===== src/rtl/ps2_host_tx_ctrl.sv =====
// ps2_host_tx_ctrl: PS/2 host-to-device command sequencer (inhibit, RTS, start/8 data/odd parity/stop, device ACK).
// Latency: INHIBIT_CYC + 1 cycles of bus preamble, then paced by the device clock; done_o one cycle after completion.
// Backpressure: cmd_ready_o is low for the whole transaction; cmd_valid_i while busy is ignored.
module ps2_host_tx_ctrl #(
  parameter int INHIBIT_CYC = 10000,
  parameter int TIMEOUT_CYC = 2000000,
  parameter int CNT_W       = $clog2(TIMEOUT_CYC + 1)
) (
  input  logic       hclk,
  input  logic       hresetn,
  input  logic       cmd_valid_i,
  input  logic [7:0] cmd_data_i,
  output logic       cmd_ready_o,
  output logic       done_o,
  output logic [1:0] err_code_o,
  output logic       rx_inhibit_o,
  input  logic       ps2_clk_i,
  input  logic       ps2_dat_i,
  output logic       ps2_clk_oe_o,
  output logic       ps2_dat_oe_o
);

  typedef enum logic [2:0] {
    S_IDLE    = 3'd0,
    S_INHIBIT = 3'd1,
    S_RTS     = 3'd2,
    S_SEND    = 3'd3,
    S_ACK     = 3'd4,
    S_BUSWAIT = 3'd5,
    S_DONE    = 3'd6
  } state_t;

  localparam logic [CNT_W-1:0] INH_LAST    = CNT_W'(INHIBIT_CYC - 1);
  localparam logic [CNT_W-1:0] TO_LAST     = CNT_W'(TIMEOUT_CYC - 1);
  localparam logic [CNT_W-1:0] CNT_ONE     = CNT_W'(1);
  localparam logic [1:0]       ERR_OK      = 2'd0;
  localparam logic [1:0]       ERR_NACK    = 2'd1;
  localparam logic [1:0]       ERR_TIMEOUT = 2'd2;
  // fall index that carries the stop bit; the frame is complete after it
  localparam logic [3:0]       STOP_FALL   = 4'd9;

  state_t           r_state;
  state_t           w_state_nxt;
  logic [1:0]       w_err_nxt;

  // c[2] is the oldest sample, c[0] the newest
  logic [2:0]       r_clk_sync;
  logic [1:0]       r_dat_sync;

  // shared cycle counter: inhibit length, then transaction timeout
  logic [CNT_W-1:0] r_cnt;
  // number of device clock falls seen in SEND
  logic [3:0]       r_bit;
  // bit 0 is the value currently driven onto the data line; ones shift in so
  // the stop bit (released line) appears after parity
  logic [9:0]       r_frame;
  logic [1:0]       r_err_code;

  logic             w_fall;
  logic             w_dat_s;
  logic             w_bus_idle;
  logic             w_timeout;
  logic             w_accept;

  assign w_fall     = r_clk_sync[2] & ~r_clk_sync[1];
  assign w_dat_s    = r_dat_sync[1];
  assign w_bus_idle = r_clk_sync[1] & w_dat_s;
  assign w_timeout  = (r_cnt == TO_LAST);
  assign w_accept   = cmd_valid_i & (r_state == S_IDLE);

  // Synchronise the asynchronous bus lines; reset to the idle-high level so no false fall appears
  always_ff @(posedge hclk) begin
    if (!hresetn) begin
      r_clk_sync <= 3'b111;
      r_dat_sync <= 2'b11;
    end else begin
      r_clk_sync <= {r_clk_sync[1:0], ps2_clk_i};
      r_dat_sync <= {r_dat_sync[0], ps2_dat_i};
    end
  end

  // State register
  always_ff @(posedge hclk) begin
    if (!hresetn) begin
      r_state <= S_IDLE;
    end else begin
      r_state <= w_state_nxt;
    end
  end

  // Next-state and completion code; timeout wins over a same-cycle fall
  always_comb begin
    w_state_nxt = r_state;
    w_err_nxt   = r_err_code;
    case (r_state)
      S_IDLE: begin
        if (cmd_valid_i) begin
          w_state_nxt = S_INHIBIT;
        end
      end
      S_INHIBIT: begin
        if (r_cnt == INH_LAST) begin
          w_state_nxt = S_RTS;
        end
      end
      S_RTS: begin
        w_state_nxt = S_SEND;
      end
      S_SEND: begin
        if (w_timeout) begin
          w_state_nxt = S_DONE;
          w_err_nxt   = ERR_TIMEOUT;
        end else if (w_fall && (r_bit == STOP_FALL)) begin
          w_state_nxt = S_ACK;
        end
      end
      S_ACK: begin
        if (w_timeout) begin
          w_state_nxt = S_DONE;
          w_err_nxt   = ERR_TIMEOUT;
        end else if (w_fall) begin
          if (!w_dat_s) begin
            w_state_nxt = S_BUSWAIT;
          end else begin
            w_state_nxt = S_DONE;
            w_err_nxt   = ERR_NACK;
          end
        end
      end
      S_BUSWAIT: begin
        if (w_timeout) begin
          w_state_nxt = S_DONE;
          w_err_nxt   = ERR_TIMEOUT;
        end else if (w_bus_idle) begin
          w_state_nxt = S_DONE;
          w_err_nxt   = ERR_OK;
        end
      end
      S_DONE: begin
        w_state_nxt = S_IDLE;
      end
      default: begin
        w_state_nxt = S_IDLE;
      end
    endcase
  end

  // Datapath: latch the frame, count cycles and falls, hold the completion code
  always_ff @(posedge hclk) begin
    if (!hresetn) begin
      r_cnt      <= '0;
      r_bit      <= '0;
      r_frame    <= '1;
      r_err_code <= ERR_OK;
    end else begin
      r_err_code <= w_err_nxt;
      case (r_state)
        S_IDLE: begin
          if (w_accept) begin
            // {odd parity, data LSB-first, start bit}
            r_frame <= {~^cmd_data_i, cmd_data_i, 1'b0};
            r_cnt   <= '0;
            r_bit   <= '0;
          end
        end
        S_INHIBIT: begin
          r_cnt <= r_cnt + CNT_ONE;
        end
        S_RTS: begin
          r_cnt <= '0;
          r_bit <= '0;
        end
        S_SEND: begin
          r_cnt <= r_cnt + CNT_ONE;
          if (w_fall && !w_timeout) begin
            r_frame <= {1'b1, r_frame[9:1]};
            r_bit   <= r_bit + 4'd1;
          end
        end
        S_ACK, S_BUSWAIT: begin
          r_cnt <= r_cnt + CNT_ONE;
        end
        default: begin
          r_cnt <= r_cnt;
        end
      endcase
    end
  end

  // Output decode from the current state
  always_comb begin
    cmd_ready_o  = 1'b0;
    done_o       = 1'b0;
    rx_inhibit_o = 1'b1;
    ps2_clk_oe_o = 1'b0;
    ps2_dat_oe_o = 1'b0;
    case (r_state)
      S_IDLE: begin
        cmd_ready_o  = 1'b1;
        rx_inhibit_o = 1'b0;
      end
      S_INHIBIT: begin
        ps2_clk_oe_o = 1'b1;
      end
      S_RTS: begin
        ps2_clk_oe_o = 1'b1;
        ps2_dat_oe_o = 1'b1;
      end
      S_SEND: begin
        ps2_dat_oe_o = ~r_frame[0];
      end
      S_DONE: begin
        done_o = 1'b1;
      end
      default: begin
        done_o = 1'b0;
      end
    endcase
  end

  assign err_code_o = r_err_code;

endmodule

===== config.mk =====
export PLATFORM = sky130hd
export DESIGN_NAME = ps2_host_tx_ctrl
export DESIGN_NICKNAME = d
export VERILOG_FILES = /design/src/rtl/ps2_host_tx_ctrl.sv
export SDC_FILE = /design/constraint.sdc
export NUM_CORES = 1
export LEC_CHECK = 0
export CELL_PAD_IN_SITES_DETAIL_PLACEMENT = 0
export CELL_PAD_IN_SITES_GLOBAL_PLACEMENT = 1
export CORE_MARGIN = 4
export CORE_UTILIZATION = 47
export DETAILED_ROUTE_END_ITERATION = 6
export PLACE_DENSITY = 0.9
export SYNTH_ARGS = -nofsm -noshare
export SYNTH_HDL_FRONTEND = slang
export SYNTH_SLANG_ARGS = --single-unit

===== constraint.sdc =====
create_clock -name hclk -period 4.7 [get_ports hclk]
set_clock_uncertainty 0.15 [all_clocks]
set_input_delay 0.94 -clock hclk [delete_from_list [all_inputs] [get_ports hclk]]
set_output_delay 0.94 -clock hclk [all_outputs]
set_load 0.02 [all_outputs]

==> results of run 1 <==
-- worst max-delay path, stage by stage (launching register included) --
cell	delay, ps
dfxtp_1	740
nand2_1	300
nor2_1	150
clkdlybuf4s50_1	610
-- final timing paths --
kind	startpoint	to	slack, ps	cells after the start
max	r_state[2]	done_o	1510	3
min	r_clk_sync[0]	r_clk_sync[1]	260	1
max reg2reg	r_state[0]	r_state[0]	2330	5
min reg2reg	r_clk_sync[0]	r_clk_sync[1]	260	1
-- metal layers --
layer	GRT usage, %	vias up
li1	-	1081
met1	22.1	985
met2	28.0	42
met3	3.10	5
met4	4.90	0
met5	0	-
-- registers in the layout, indices dropped and copies added (netlist names) --
signal and flops:
r_dat_sync 2, r_cnt 21, r_frame 10, r_bit 4
r_state 3, err_code_o 2, r_clk_sync 3
-- cells by family after synthesis --
logic type                 Yosys count  share of synthesized area (%)
AOI/OAI and AO/OA                   51                           14.1
xor gates and xnor gates            21                           7.30
adders and majority gates            3                           1.49
buffers and inverters               28                           5.31
DFF                                 45                           35.7
muxes                                4                           1.59
and+or+nand+nor                    142                           34.5
-- metrics by stage --
step / instance area [um2] / util, % / setup WS, ps / hold slack (ps) / instances
after floorplan: 2520 / - / 2330 / 236 / 294
after global placement: 2730 / 53.1 / 1760 / 241 / 369
after detailed placement: 2730 / 53.1 / 1710 / 246 / 369
after CTS: 2850 / 55.4 / 1500 / 266 / 377
after global routing: 2850 / 55.4 / 1370 / 283 / 377
final: 2850 / 55.4 / 1510 / 261 / 377
-- power groups by stage --
| stage | Sequential [mW] | Combinational (mW) | Clock, mW |
|---|---|---|---|
| after floorplan | 0.420 | 0.123 | 0 |
| after global placement | 0.437 | 0.159 | 0 |
| after detailed placement | 0.437 | 0.160 | 0 |
| after CTS | 0.428 | 0.160 | 0.309 |
| after global routing | 0.432 | 0.175 | 0.328 |
| final | 0.428 | 0.160 | 0.299 |
-- placed cells by master (no fill, tap or decap), drive strengths merged, types with 2 or more instances in the layout --
cell type,n
a21oi,10
nor2,23
o21ai,12
xnor2,19
xor2,2
ha,3
o211ai,6
and4,2
dfxtp,45
or3,12
clkbuf,7
nor4,17
clkdlybuf4s50,19
nand4,6
mux2i,4
a211oi,2
nand3,14
and3,5
nor2b,3
nand2b,8
nor3,7
nand2,33
inv,12
buf,2
a41oi,9
and2,5
a21boi,2
a31oi,2
-- area by class of cell --
type / count / area [um2] / area share, %
multi-input cells: 221 / 1490 / 52.4
clock inverters: 1 / 30.0 / 1.05
inverters: 12 / 45.0 / 1.58
clock buffers: 7 / 86.3 / 3.03
flip-flops and latches: 45 / 901 / 31.6
well taps: 70 / 87.6 / 3.08
repair buffers: 21 / 205 / 7.21
==> impl_metrics.env, run 1 <==
export IMPL_hold_buffers=0
export IMPL_worstSetupStartpointType="flop"
export IMPL_fin_crit_ps=3190
export IMPL_ys_top_cells_by_count="45 x dfxtp_1, 33 x nand2_1, 23 x nor2_1, 19 x xnor2_1, 14 x nand3_1"
export IMPL_outcome="complete, no violations"
export IMPL_grt_max_degree=25
export IMPL_clockBufferDepth=2
export IMPL_synthFlopType="dfxtp_1"
export IMPL_cts_resized_gates=0
export IMPL_ys_warn_count=0
export IMPL_period_share_pct=67.8
export IMPL_arrival_ps=2100
export IMPL_routed_wl_met3_um=193
export IMPL_cts_clk_slew_worst_paths_ps=80
export IMPL_cts_made_buffers=5
export IMPL_synth_seq_area_share_pct=35.7
export IMPL_vias_per_cell=5.60
export IMPL_post_cts_repair_setup_buffers=0
export IMPL_syn_inst=294
export IMPL_totalWireLength_um=5140
export IMPL_vdd_ir_drop_max_mv=0.160
export IMPL_die_w_um=81.2
export IMPL_dr_wl_met2_um=2510
export IMPL_required_ps=3610
export IMPL_p_clk_share_pct=33.7
export IMPL_die_h_um=81.2
export IMPL_fillers=506
export IMPL_antenna_found_initial=0
export IMPL_yosys_area_top_type="dfxtp_1"
export IMPL_ys_seq_elements=45
export IMPL_intPower_mw=0.649
export IMPL_syn_area_mm2=0.00252
export IMPL_p_switching_mw=0.238
export IMPL_synth_edf_count=0
export IMPL_grt_pass1_vias=1911
export IMPL_grtUsageTotal_pct=16.8
export IMPL_power_mw=0.887
export IMPL_fin_nets=322
export IMPL_sequentialPowerShare_pct=48.3
export IMPL_syn_avg_cell_area_um2=8.58
export IMPL_async_flop_share_pct=0
export IMPL_p_sw_share_pct=26.8
export IMPL_cts_tree="built"
export IMPL_leakage_nw=0.950
export IMPL_maxSlewHeadroom_pct=52.1
export IMPL_antenna_cells=0
export IMPL_ant_nets=0
export IMPL_vias=2113
export IMPL_slew_viol_final=0
export IMPL_wl_per_cell_um=13.6
export IMPL_drt_initial_drc_count=69
export IMPL_crit_fanout=19
export IMPL_setup_viol=0
export IMPL_gp_congestion=0.881
export IMPL_top_layer="met4"
export IMPL_met1Wirelength_um=2380
export IMPL_drc=0
export IMPL_power_density_mw_per_mm2=312
export IMPL_fmax_ghz=0.314
export IMPL_ios=20
export IMPL_cap_viol_max_count=0
export IMPL_die_area_mm2=0.00660
export IMPL_grt_pass1_wl_um=8850
export IMPL_synth_distinct_cells=54
export IMPL_htreeDepth=2
export IMPL_netlist_area_leader_share_pct=35.7
export IMPL_syn_nets=310
export IMPL_clock_sinks=45
export IMPL_rsz0062_at_grt="false"
export IMPL_tightest_slew_ps=717
export IMPL_portBuffers=19
export IMPL_drive_above_1_share_pct=8.79
export IMPL_clock_latency_ps=300
export IMPL_yosysMostFrequentCell="dfxtp_1"
export IMPL_tns_ps=0
export IMPL_start_util_pct=49.1
export IMPL_hold_viol=0
export IMPL_end_kind="output port"
export IMPL_clockRootBuffer="clkbuf_8"
export IMPL_rows=26
export IMPL_path_class="flop to output port"
export IMPL_synth_area_leaders="dfxtp_1 36%, xnor2_1 6.6%, nand2_1 4.9%"
export IMPL_globalRouteOverflowTotal=0
export IMPL_p_comb_share_pct=18.0
export IMPL_hpwlAfterDp_um=3660
export IMPL_area_growth_pct=12.9
export IMPL_hp_class="flop to flop"
export IMPL_core_mm2=0.00514
export IMPL_dr_pass1_iters=4
Note: power is estimated with default switching activity, not from simulation.
==> inputs of run 2 (changes only) <==
CORE_UTILIZATION = 40   (was 47)
PLACE_DENSITY = 0.82   (was 0.9)
clock period = 2.8 ns   (was 4.7 ns; I/O delays follow)
==> run 2 against run 1 <==
Net effect: flip-flop and latch count stayed put; first-iteration DRC count is 48% higher; clock-buffer cell count is 1 lower; global-route usage is 1.1 points lower; critical path depth stayed put; power is 69% higher; non-clock buffer count is 8 higher; via count is 3.8% higher; critical path type unchanged; critical endpoint is now ps2_dat_oe_o; largest cell class unchanged; largest power group unchanged; highest routed layer unchanged.
==> impl_metrics.env, run 2 (synthesized netlist as in run 1, its figures left out) <==
export IMPL_outcome="complete, no violations"
export IMPL_crit_buf_inv=1
export IMPL_ant_nets=0
export IMPL_grt_pass1_wl_um=9760
export IMPL_intPower_mw=1.08
export IMPL_cts_made_buffers=5
export IMPL_pre_cts_ws_ps=455
export IMPL_ios=20
export IMPL_totalWireLength_um=5570
export IMPL_dr_wl_met2_um=2600
export IMPL_critical_path_max_stage_delay_ps=640
export IMPL_clockBufferDepth=2
export IMPL_clock_latency_ps=300
export IMPL_rr_worst_depth=5
export IMPL_fin_nets=330
export IMPL_cts_resized_gates=0
export IMPL_die_h_um=87.4
export IMPL_fillers=613
export IMPL_instances_no_fill=390
export IMPL_top_layer="met4"
export IMPL_path_cells="and2b_1 > a21boi_0 > clkdlybuf4s50_1"
export IMPL_path_class="flop to output port"
export IMPL_crit_path_end="ps2_dat_oe_o"
export IMPL_period_share_pct=91.7
export IMPL_start_util_pct=41.8
export IMPL_area_growth_pct=15.3
export IMPL_fin_crit_ps=2570
export IMPL_power_mw=1.50
export IMPL_routed_wl_met3_um=197
export IMPL_tns_ps=0
export IMPL_drt_initial_drc_count=102
export IMPL_die_w_um=87.4
export IMPL_slew_viol_final=0
export IMPL_power_density_mw_per_mm2=515
export IMPL_crit_fanout=10
export IMPL_met1Wirelength_um=2720
export IMPL_cts_tree="built"
export IMPL_top_regs="r_cnt x21, r_frame x10, r_bit x4"
export IMPL_leakage_nw=0.985
export IMPL_p_clk_share_pct=33.1
export IMPL_maxSlewHeadroom_pct=65.4
export IMPL_dr_pass1_iters=4
export IMPL_final_common_cell="dfxtp_1"
export IMPL_cts_clk_slew_worst_paths_ps=90
export IMPL_layout_common_cells="45 x dfxtp_1, 33 x nand2_1, 23 x nor2_1"
export IMPL_reg2reg_slack_ps=600
export IMPL_drive_above_1_share_pct=11.1
export IMPL_gp_congestion=0.792
export IMPL_clock_sinks=45
export IMPL_reg2reg_to="err_code_o[1]"
export IMPL_grt_pass1_vias=2135
export IMPL_path_delay_family="buffers and inverters"
export IMPL_p_switching_mw=0.419
export IMPL_crit_start="r_state[1]"
export IMPL_final_core_utilization_pct=48.3
export IMPL_p_sw_share_pct=28.0
export IMPL_required_ps=2090
export IMPL_hp_class="flop to flop"
export IMPL_largest_reg_flops=21
export IMPL_timing_final_ws_setup_ps=233
export IMPL_r2r_start="r_state[0]"
export IMPL_cp_depth=3
export IMPL_grtUsageTotal_pct=15.7
export IMPL_worstSetupStartpointType="flop"
export IMPL_htreeDepth=2
export IMPL_p_comb_share_pct=19.5
export IMPL_hold_viol=0
export IMPL_clockRootBuffer="clkbuf_8"
export IMPL_antenna_cells=0
export IMPL_hpwlAfterDp_um=3950
export IMPL_fmax_ghz=0.390
export IMPL_tightest_slew_ps=518
export IMPL_vias_per_cell=5.62
export IMPL_portBuffers=19
export IMPL_vias=2193
export IMPL_postLayoutCellArea_mm2=0.00291
export IMPL_drc=0
export IMPL_regMostFlops="r_cnt"
export IMPL_hold_buffers=0
export IMPL_wl_per_cell_um=14.3
export IMPL_rows=28
export IMPL_sequentialPowerShare_pct=47.4
export IMPL_core_mm2=0.00603
export IMPL_setup_viol=0
export IMPL_placed_area_mm2=0.00280
export IMPL_dp_cells=382
export IMPL_vdd_ir_drop_max_mv=0.242
export IMPL_grt_max_degree=23
export IMPL_rsz0062_at_grt="false"
export IMPL_crit_path_top_delay_cell="clkdlybuf4s50_1"
export IMPL_arrival_ps=1860
export IMPL_post_cts_repair_setup_buffers=0
export IMPL_die_area_mm2=0.00764
export IMPL_globalRouteOverflowTotal=0
export IMPL_holdWs_ps=268
export IMPL_end_kind="output port"
export IMPL_antenna_found_initial=0
export IMPL_cap_viol_max_count=0
run 2: changes by cell type in the layout (fill, tap and decap cells not counted):
cell      before  now
clkinv_4       0    1
clkbuf_8       6    5
buf_4          2   10
run 2: layout make-up:
cell class | instances | area, um2 | area share (%)
timing repair buffer | 29 | 265 | 9.12
inverter | 12 | 45.0 | 1.55
sequential | 45 | 901 | 31.0
clock buffer | 6 | 72.6 | 2.50
multi-input combinational | 221 | 1490 | 51.3
tap | 75 | 93.8 | 3.23
clock inverter | 2 | 38.8 | 1.33
run 2: worst min path at each step:
stage / start / end / slack [ps] / depth (start not counted)
2_1_floorplan: r_clk_sync[0] / r_clk_sync[1] / 240 / 1
3_3_place_gp: r_clk_sync[0] / r_clk_sync[1] / 240 / 1
4_1_cts: r_clk_sync[0] / r_clk_sync[1] / 270 / 1
3_5_place_dp: r_clk_sync[0] / r_clk_sync[1] / 250 / 1
5_1_grt: r_clk_sync[0] / r_clk_sync[1] / 280 / 1
6_report: r_clk_sync[0] / r_clk_sync[1] / 270 / 1
run 2: metal layers:
metal | vias up | global-route usage [%]
met2 | 46 | 26.2
met4 | 0 | 4.60
met3 | 4 | 3.41
met5 | - | 0
met1 | 1042 | 20.4
li1 | 1101 | -
run 2: power by group through the flow:
stage	Sequential [mW]	Combinational (mW)	Clock [mW]
2_1_floorplan	0.705	0.206	0
3_3_place_gp	0.724	0.290	0
3_5_place_dp	0.724	0.294	0
4_1_cts	0.709	0.295	0.510
5_1_grt	0.716	0.321	0.544
6_report	0.710	0.292	0.495
==> inputs of run 3 (changes only) <==
CORE_UTILIZATION = 47   (was 40)
CTS_CLUSTER_DIAMETER = 100   (was default)
PLACE_DENSITY = 0.9   (was 0.82)
clock period = 3 ns   (was 2.8 ns; I/O delays follow)
==> run 3 against run 2 <==
Net effect: setup slack gained 130 ps; global-route usage grew 2.1 points; cell area shrank 2.1%; highest routed layer unchanged.
==> impl_metrics.env, run 3 (synthesized netlist as in run 1, its figures left out) <==
export IMPL_fin_crit_ps=2640
export IMPL_grtUsageTotal_pct=17.9
export IMPL_globalRouteOverflowTotal=0
export IMPL_reg2reg_to="r_state[0]"
export IMPL_hp_class="flop to flop"
export IMPL_maxSlewHeadroom_pct=59.2
export IMPL_outcome="complete, no violations"
export IMPL_hold_viol=0
export IMPL_fmax_ghz=0.379
export IMPL_hpwlAfterDp_um=3880
export IMPL_clockBufferDepth=2
export IMPL_setup_viol=0
export IMPL_vdd_ir_drop_max_mv=0.330
export IMPL_area_growth_pct=12.9
export IMPL_rr_worst_depth=6
export IMPL_slew_viol_final=0
export IMPL_clock_sinks=45
export IMPL_antenna_cells=0
export IMPL_cts_made_buffers=5
export IMPL_rows=26
export IMPL_ios=20
export IMPL_crit_fanout=12
export IMPL_hold_depth=1
export IMPL_die_w_um=81.2
export IMPL_post_cts_repair_setup_buffers=0
export IMPL_crit_path_top_delay_cell="clkdlybuf4s50_1"
export IMPL_pre_cts_ws_ps=585
export IMPL_ant_nets=0
export IMPL_path_cells="and2b_1 > a21boi_0 > clkdlybuf4s50_1"
export IMPL_min_from="r_dat_sync[0]"
export IMPL_arrival_ps=1890
export IMPL_path_class="flop to output port"
export IMPL_grt_max_degree=23
export IMPL_top_regs="r_cnt x21, r_frame x10, r_bit x4"
export IMPL_clockRootBuffer="clkbuf_8"
export IMPL_critical_path_max_stage_delay_ps=640
export IMPL_dr_pass1_iters=4
export IMPL_portBuffers=19
export IMPL_hold_buffers=0
export IMPL_largest_reg_flops=21
export IMPL_holdPathEnd="r_dat_sync[1]"
export IMPL_rsz0062_at_grt="false"
export IMPL_layout_common_cells="45 x dfxtp_1, 33 x nand2_1, 23 x nor2_1"
export IMPL_r2r_start="r_state[1]"
export IMPL_die_area_mm2=0.00660
export IMPL_reg2reg_slack_ps=840
export IMPL_die_h_um=81.2
export IMPL_grt_pass1_vias=1962
export IMPL_path_delay_family="buffers and inverters"
export IMPL_clock_latency_ps=300
export IMPL_gp_congestion=0.783
export IMPL_grt_pass1_wl_um=9360
export IMPL_required_ps=2250
export IMPL_vias_per_cell=5.73
export IMPL_leakage_nw=0.956
export IMPL_cap_viol_max_count=0
export IMPL_worstSetupStartpointType="flop"
export IMPL_totalWireLength_um=5430
export IMPL_fillers=524
export IMPL_end_kind="output port"
export IMPL_drc=0
export IMPL_tightest_slew_ps=609
export IMPL_htreeDepth=2
export IMPL_final_common_cell="dfxtp_1"
export IMPL_start_util_pct=49.1
export IMPL_tns_ps=0
export IMPL_period_share_pct=88.0
export IMPL_core_mm2=0.00514
export IMPL_cts_resized_gates=0
export IMPL_drive_above_1_share_pct=9.68
export IMPL_timing_final_ws_setup_ps=361
export IMPL_antenna_found_initial=0
export IMPL_cts_clk_slew_worst_paths_ps=80
export IMPL_crit_buf_inv=1
export IMPL_power_density_mw_per_mm2=460
export IMPL_cts_tree="built"
export IMPL_regMostFlops="r_cnt"
export IMPL_fin_nets=326
export IMPL_drt_initial_drc_count=107
export IMPL_wl_per_cell_um=14.3
export IMPL_vias=2176
-- run 3: cell types whose count changed in the layout (fill, tap and decap cells not counted), sizes merged --
cell	before	now
bufinv	1	0
buf	10	6
clkinv	1	0
clkbuf	6	7
-- run 3: layout make-up --
class	count	area [um2]	area share (%)
Clock buffer	7	86.3	3.03
Tap cell	70	87.6	3.08
Inverter	12	45.0	1.58
Multi-Input combinational cell	221	1490	52.4
Timing Repair Buffer	25	235	8.26
Sequential cell	45	901	31.6
-- run 3: how the worst max path moves through the flow --
| stage | startpoint | endpoint | slack, ps | depth (start not counted) |
|---|---|---|---|---|
| 4_1_cts | r_state[1] | ps2_dat_oe_o | 360 | 3 |
| 6_report | r_state[1] | ps2_dat_oe_o | 360 | 3 |
| 3_3_place_gp | cmd_valid_i | r_cnt[18] | 650 | 7 |
| 5_1_grt | r_state[1] | ps2_dat_oe_o | 230 | 3 |
| 3_5_place_dp | cmd_valid_i | r_cnt[14] | 590 | 7 |
| 2_1_floorplan | r_state[0] | cmd_ready_o | 970 | 4 |
-- run 3: metal layers --
metal  wire length (um)  track usage (%)  vias up  share of wire, %
li1                   -                -     1095                 -
met1               2440             22.5     1033                45
met2               2700             30.3       42                50
met3                229             3.88        6               4.2
met4                 63             5.57        0               1.2
met5                  0                0        -                 0
-- run 3: power by group --
group | switching (mW) | internal [mW] | leakage, nW | total (mW)
logic | 0.151 | 0.123 | 0.545 | 0.275
registers | 0.0239 | 0.628 | 0.366 | 0.652
clock network | 0.199 | 0.183 | 0.0443 | 0.382
total | 0.374 | 0.934 | 0.956 | 1.31
-- run 3: through the flow --
stage	instance area (um2)	util (%)	hold slack, ps	cells	power, mW
after floorplan	2520	-	236	294	0.850
after global placement	2760	53.7	240	373	0.938
after detailed placement	2760	53.7	241	373	0.941
after CTS	2850	55.4	261	380	1.32
after global routing	2850	55.4	284	380	1.38
final	2850	55.4	259	380	1.31
